==> config.mk <==
export PLATFORM = sky130hd
export DESIGN_NAME = map_sst_master
export DESIGN_NICKNAME = d
export VERILOG_FILES = /design/src/rtl/map_sst_pkg.sv /design/src/rtl/map_sst_master.sv
export SDC_FILE = /design/constraint.sdc
export NUM_CORES = 1
export LEC_CHECK = 0
export CAP_MARGIN = 10
export CORE_MARGIN = 2
export CORE_UTILIZATION = 44
export CTS_CLUSTER_DIAMETER = 120
export DETAILED_ROUTE_END_ITERATION = 12
export DONT_BUFFER_PORTS = 1
export PLACE_DENSITY = 0.67
export SYNTH_ARGS = -nofsm -noshare
export SYNTH_HDL_FRONTEND = slang
export SYNTH_SLANG_ARGS = --single-unit
==> constraint.sdc <==
create_clock -name clk -period 4.39 [get_ports clk]
set_input_delay 0.439 -clock clk [delete_from_list [all_inputs] [get_ports clk]]
set_output_delay 0.439 -clock clk [all_outputs]
set_load 0.01 [all_outputs]
==> src/rtl/map_sst_pkg.sv <==
// map_sst_pkg: shared types and constants for the mapper save-state master.
// Optional verify pass is compiled in with macro SST_VERIFY_EN.
`timescale 1ns/1ps
package map_sst_pkg;

  // Number of mapper registers mirrored into the state buffer.
  localparam int SST_REG_CNT  = 128;
  // Index of the read-only map_idx register; saved but never restored.
  localparam int SST_IDX_ADDR = 127;

  // Terminal index values for the save and load/verify walks.
  localparam logic [6:0] IDX_LAST_SAVE = 7'(SST_REG_CNT - 1);
  localparam logic [6:0] IDX_LAST_LOAD = 7'(SST_IDX_ADDR - 1);

  typedef enum logic [3:0] {
    ST_IDLE,
    ST_SAVE_SET,
    ST_SAVE_CAP,
    ST_LOAD_RD,
    ST_LOAD_WR,
`ifdef SST_VERIFY_EN
    ST_VFY_RD,
    ST_VFY_SET,
    ST_VFY_CMP,
`endif
    ST_FIN
  } sst_state_e;

endpackage

==> src/rtl/map_sst_master.sv <==
// map_sst_master: walks the mapper register file through the save-state bus,
// dumping it into a state buffer (save) or restoring it from there (load).
// Defining SST_VERIFY_EN adds a read-back verify pass after every load.
`timescale 1ns/1ps
module map_sst_master
  import map_sst_pkg::*;
(
  input  logic       clk,
  input  logic       map_rst,
  input  logic       cmd_save,
  input  logic       cmd_load,
  output logic       busy,
  output logic       done,
  input  logic       cpu_m3,
  output logic       sst_act,
  output logic       sst_we_reg,
  output logic [7:0] sst_addr,
  output logic [7:0] sst_dato,
  input  logic [7:0] sst_di,
  output logic [7:0] buf_addr,
  output logic       buf_we,
  output logic [7:0] buf_di,
  input  logic [7:0] buf_do,
  output logic       vfy_err
);

  sst_state_e state_q, state_d;
  logic [6:0] idx_q, idx_d;
  logic       act_q, act_d;
  logic       done_q, done_d;
  logic       sst_we_q, sst_we_d;
  logic [7:0] addr_q, addr_d;
  logic       buf_we_q, buf_we_d;
  logic [7:0] buf_di_q, buf_di_d;
  logic [7:0] sst_dato_q, sst_dato_d;
`ifdef SST_VERIFY_EN
  logic       vfy_err_q, vfy_err_d;
`endif

  // Sequencer: next state and index, plus the sticky verify flag.
  always_comb begin
    state_d = state_q;
    idx_d   = idx_q;
`ifdef SST_VERIFY_EN
    vfy_err_d = vfy_err_q;
`endif
    case (state_q)
      ST_IDLE: begin
        idx_d = '0;
        if (cmd_save) begin
          state_d = ST_SAVE_SET;
        end else if (cmd_load) begin
          state_d = ST_LOAD_RD;
`ifdef SST_VERIFY_EN
          vfy_err_d = 1'b0;
`endif
        end
      end
      ST_SAVE_SET: state_d = ST_SAVE_CAP;
      ST_SAVE_CAP: begin
        if (idx_q == IDX_LAST_SAVE) begin
          state_d = ST_FIN;
        end else begin
          state_d = ST_SAVE_SET;
          idx_d   = idx_q + 7'd1;
        end
      end
      ST_LOAD_RD: state_d = ST_LOAD_WR;
      ST_LOAD_WR: begin
        // The mapper only latches on an m3 tick, so hold the write until one.
        if (cpu_m3) begin
          if (idx_q == IDX_LAST_LOAD) begin
`ifdef SST_VERIFY_EN
            state_d = ST_VFY_RD;
            idx_d   = '0;
`else
            state_d = ST_FIN;
`endif
          end else begin
            state_d = ST_LOAD_RD;
            idx_d   = idx_q + 7'd1;
          end
        end
      end
`ifdef SST_VERIFY_EN
      ST_VFY_RD:  state_d = ST_VFY_SET;
      ST_VFY_SET: state_d = ST_VFY_CMP;
      ST_VFY_CMP: begin
        if (sst_di != buf_do) vfy_err_d = 1'b1;
        if (idx_q == IDX_LAST_LOAD) begin
          state_d = ST_FIN;
        end else begin
          state_d = ST_VFY_RD;
          idx_d   = idx_q + 7'd1;
        end
      end
`endif
      ST_FIN: begin
        state_d = ST_IDLE;
        idx_d   = '0;
      end
      default: begin
        state_d = ST_IDLE;
        idx_d   = '0;
      end
    endcase
  end

  // Output decode from the next state so every strobe leaves a flop.
  always_comb begin
    act_d    = (state_d != ST_IDLE);
    done_d   = (state_d == ST_FIN);
    sst_we_d = (state_d == ST_LOAD_WR);
    buf_we_d = (state_d == ST_SAVE_CAP);
    addr_d   = act_d ? {1'b0, idx_d} : 8'h00;
    // Entering SAVE_CAP the address has settled for a full cycle, so
    // sst_di already belongs to the current index.
    buf_di_d = (state_d == ST_SAVE_CAP) ? sst_di : 8'h00;
    // Buffer data arrives in the first LOAD_WR cycle; keep it afterwards.
    sst_dato_d = (state_q == ST_LOAD_WR) ? buf_do : sst_dato_q;
  end

  // State, index and registered outputs.
  always_ff @(posedge clk) begin
    if (map_rst) begin
      state_q    <= ST_IDLE;
      idx_q      <= '0;
      act_q      <= 1'b0;
      done_q     <= 1'b0;
      sst_we_q   <= 1'b0;
      addr_q     <= 8'h00;
      buf_we_q   <= 1'b0;
      buf_di_q   <= 8'h00;
      sst_dato_q <= 8'h00;
`ifdef SST_VERIFY_EN
      vfy_err_q  <= 1'b0;
`endif
    end else begin
      state_q    <= state_d;
      idx_q      <= idx_d;
      act_q      <= act_d;
      done_q     <= done_d;
      sst_we_q   <= sst_we_d;
      addr_q     <= addr_d;
      buf_we_q   <= buf_we_d;
      buf_di_q   <= buf_di_d;
      sst_dato_q <= sst_dato_d;
`ifdef SST_VERIFY_EN
      vfy_err_q  <= vfy_err_d;
`endif
    end
  end

  assign busy       = act_q;
  assign sst_act    = act_q;
  assign done       = done_q;
  assign sst_we_reg = sst_we_q;
  assign sst_addr   = addr_q;
  assign buf_addr   = addr_q;
  assign buf_we     = buf_we_q;
  assign buf_di     = buf_di_q;
  // The buffer address is held through LOAD_WR, so buf_do is steady there
  // and can be shown from the first write cycle on.
  assign sst_dato   = (state_q == ST_LOAD_WR) ? buf_do : sst_dato_q;
`ifdef SST_VERIFY_EN
  assign vfy_err    = vfy_err_q;
`else
  assign vfy_err    = 1'b0;
`endif

endmodule

==> results.py <==
metrics = {
    "status": {
        "outcome": "completed",
    },
    "synthesis": {
        "synth_area_leaders": "dfxtp_1, a21oi_1, nand2_1",
        "synth.avg_cell_area_um2": 8.75,
        "syn_area_mm2": 0.00165,
        "ys.flop_type": "dfxtp_1",
        "yosysSeqAreaShare_pct": 46.0,
        "synth_area_leader_cell": "dfxtp_1",
        "synthCells": 189,
        "synth_compound_area_share_pct": 16.8,
        "synthArstFlopShare_pct": 0,
        "synth_top_family_by_area": "simple AND/OR/NAND/NOR gates",
        "ys_types": 41,
        "synth-simple-area-share_pct": 24.9,
        "synth_top_area_share_pct": 46.0,
        "synth.area.mux_share_pct": 0.681,
        "synth_fa_ha_area_share_pct": 1.51,
        "synth-xor-area-share_pct": 1.06,
        "ys_ff_latch": 38,
        "synth_edf_count": 0,
        "yosys_warnings": 0,
    },
    "critical_path": {
        "reg2reg_from": "state_q[2]",
        "r2r_cells": 4,
        "cp_slowest_cell": "nor4b_2",
        "path_delay_family": "simple AND/OR/NAND/NOR gates",
        "endpoint_kind": "output port",
        "path_class": "reg -> out",
        "required_ns": 3.95,
        "rrSetupSlack_ns": 2.03,
        "worst_path_largest_cell_delay_ns": 0.89,
        "path_buf_inv": 0,
        "critPathMostFrequentCell": "nand2_1",
        "rr_endpoint": "buf_di[4]",
        "start_kind": "register",
        "cp.arrival_ns": 2.03,
        "path_max_fanout": 12,
        "crit_chain": "nor4b_2, nand2_1, nand2_1",
    },
    "global_route": {
        "grt_pass1_vias": 1246,
        "grt_start_max_net_pins": 25,
        "use_met1_pct": 21.3,
        "grt_antenna_before_repair": 0,
        "top_usage_layer": "met2",
        "globalRouteTotalUtil_pct": 17.2,
        "grt_pass1_wl_um": 5590,
        "overflow": 0,
        "met2_usage_pct": 26.0,
        "use_met3_pct": 5.31,
    },
    "floorplanning": {
        "die_h_um": 65.3,
        "placementRows": 22,
        "dieArea_mm2": 0.00426,
        "die_w_um": 65.3,
        "ios": 59,
        "coreArea_mm2": 0.00363,
        "initial_core_util_pct": 45.5,
    },
    "drt": {
        "wl_um": 3320,
        "routedWlPerCell_um": 14.5,
        "drt_pre_antenna_iters": 6,
        "dr_total_vias": 1286,
        "via_per_inst": 5.62,
        "ant_nets": 0,
        "drc": 0,
        "drt_iter0_drc": 46,
    },
    "placement": {
        "port_buffers": 0,
        "place_congestion": 0.925,
        "dpl.hpwl_um": 2370,
        "place_ws_ns": 2.06,
        "dpl-instance-area_mm2": 0.00159,
    },
    "timing": {
        "fmax_ghz": 0.405,
        "setup_tns_ns": 0,
        "post-route-period-util_pct": 56.3,
        "worst_slack_ns": 1.92,
        "period_needed_ns": 2.47,
        "slew_headroom_pct": 31.5,
        "hold_viol_final": 0,
        "rsz0062_at_grt": "false",
        "setup_viol": 0,
        "worst_slew_pin_slew_ns": 1.03,
        "clock-skew-final_ns": 0.00496,
        "report.final.slew_viol_count": 0,
    },
    "pwr": {
        "pwr-share-clk_pct": 48.2,
        "power_w": 0.000725,
        "internal_power_w": 0.000584,
        "p_sw_share_pct": 19.5,
        "ir_drop_mv": 0.159,
        "netSwitchingPower_w": 0.000141,
        "leakagePower_nw": 0.709,
        "combPwrFrac_pct": 2.7,
        "pwr-share-seq_pct": 49.1,
        "power.density_mw_per_mm2": 420,
    },
    "min_path": {
        "min-delay-start": "map_rst",
        "hold_depth": 1,
        "hold_path.class": "in -> reg",
        "whs_endpoint": "sst_dato_q[4]",
    },
    "finish": {
        "multi_input_area_um2": 758,
        "regArea_um2": 761,
        "antenna_cells": 0,
        "final_nets": 203,
        "fillers": 364,
        "final_core_util_pct": 47.6,
        "drive_gt1_share_pct": 8.29,
        "stdcell_area_mm2": 0.00173,
        "syn_to_final_growth_pct": 4.54,
    },
    "clock_tree": {
        "clockRootBuffer": "clkbuf_8",
        "clkLatencyLatePin_ns": 0.29,
        "cts-buffers-inserted": 5,
        "post_cts_buffers": 0,
        "clock_path_buffers": 2,
        "cts_resized": 0,
        "cts_tree": "built",
        "cts_sinks": 38,
        "clkSlewWorstSetupHoldPaths_ns": 0.07,
        "postCtsHoldBufs": 0,
        "htree_levels": 2,
    },
    "flow_run": {
        "drv_cap": 0,
    },
}
## synthesized netlist by cell type (2+ instances only)
cell / n
buf_2: 2
o32ai_1: 2
o21ai_1: 3
ha_1: 2
a31oi_1: 2
buf_4: 12
nor2b_1: 3
o211ai_1: 2
nand2b_1: 4
nor2_1: 8
inv_1: 3
o21ai_0: 5
clkbuf_1: 3
o21bai_1: 3
a21oi_1: 23
nand2_1: 30
nor4b_2: 2
nand3_1: 6
buf_6: 2
nor3_1: 5
dfxtp_1: 38
and3_1: 10
## logic make-up after synthesis
| group | after synthesis |
|---|---|
| AO/OA/AOI/OAI | 46 |
| XOR/XNOR | 2 |
| adder cells (fa/ha/maj) | 2 |
| buffers and inverters | 22 |
| flip-flops | 38 |
| multiplexers | 1 |
| other | 1 |
| AND/OR/NAND/NOR | 77 |
## power by group through the flow
| stage | clock [W] | combinational, W | sequential [W] |
|---|---|---|---|
| finish | 0.000350 | 0.0000194 | 0.000356 |
| detailed placement | 0 | 0.0000190 | 0.000364 |
| CTS | 0.000359 | 0.0000192 | 0.000356 |
| global placement | 0 | 0.0000184 | 0.000364 |
| floorplan | 0 | 0.0000245 | 0.000361 |
| global route | 0.000370 | 0.0000215 | 0.000357 |
## worst max-delay path by stage
stage / slack, ns / start / depth (start not counted) / end
6_report: 1.92 / state_q[2] / 3 / sst_dato[1]
4_1_cts: 1.91 / state_q[2] / 3 / sst_dato[1]
5_1_grt: 1.75 / state_q[2] / 3 / sst_dato[0]
2_1_floorplan: 2.66 / state_q[1] / 5 / sst_dato[0]
3_3_place_gp: 2.23 / state_q[2] / 4 / buf_di[0]
3_5_place_dp: 2.06 / state_q[2] / 4 / buf_di[4]
## area by class of cell
| type | count | share of cell area, % |
|---|---|---|
| clock buffer | 5 | 3.98 |
| multi-input combinational | 132 | 43.9 |
| clock inverter | 3 | 3.98 |
| inverter | 3 | 0.652 |
| sequential | 38 | 44.0 |
| tap | 48 | 3.48 |
## metal layers
| layer | vias up | wire (um) |
|---|---|---|
| li1 | 630 | - |
| met1 | 580 | 1430 |
| met2 | 66 | 1550 |
| met3 | 10 | 262 |
| met4 | 0 | 71 |
| met5 | - | 0 |
## placed cells by master (no fill, tap or decap), drive strengths merged, types with 2 or more instances in the layout
master	count
o21bai	3
nor2b	3
nand2	31
nand2b	4
bufinv	2
a31oi	2
and3	10
ha	2
conb	4
nor2	8
clkbuf	5
o32ai	2
inv	3
o21ai	8
nor4b	2
o211ai	2
nor3	6
nand3	6
dfxtp	38
a21oi	24
## per-stage QoR
| step | hold WS (ns) | instances |
|---|---|---|
| 3_5_place_dp | 0.453 | 221 |
| 6_report | 0.207 | 229 |
| 3_3_place_gp | 0.449 | 221 |
| 4_1_cts | 0.195 | 229 |
| 2_1_floorplan | 0.444 | 192 |
| 5_1_grt | 0.190 | 229 |
No activity file was read; power rests on OpenSTA's default activity.
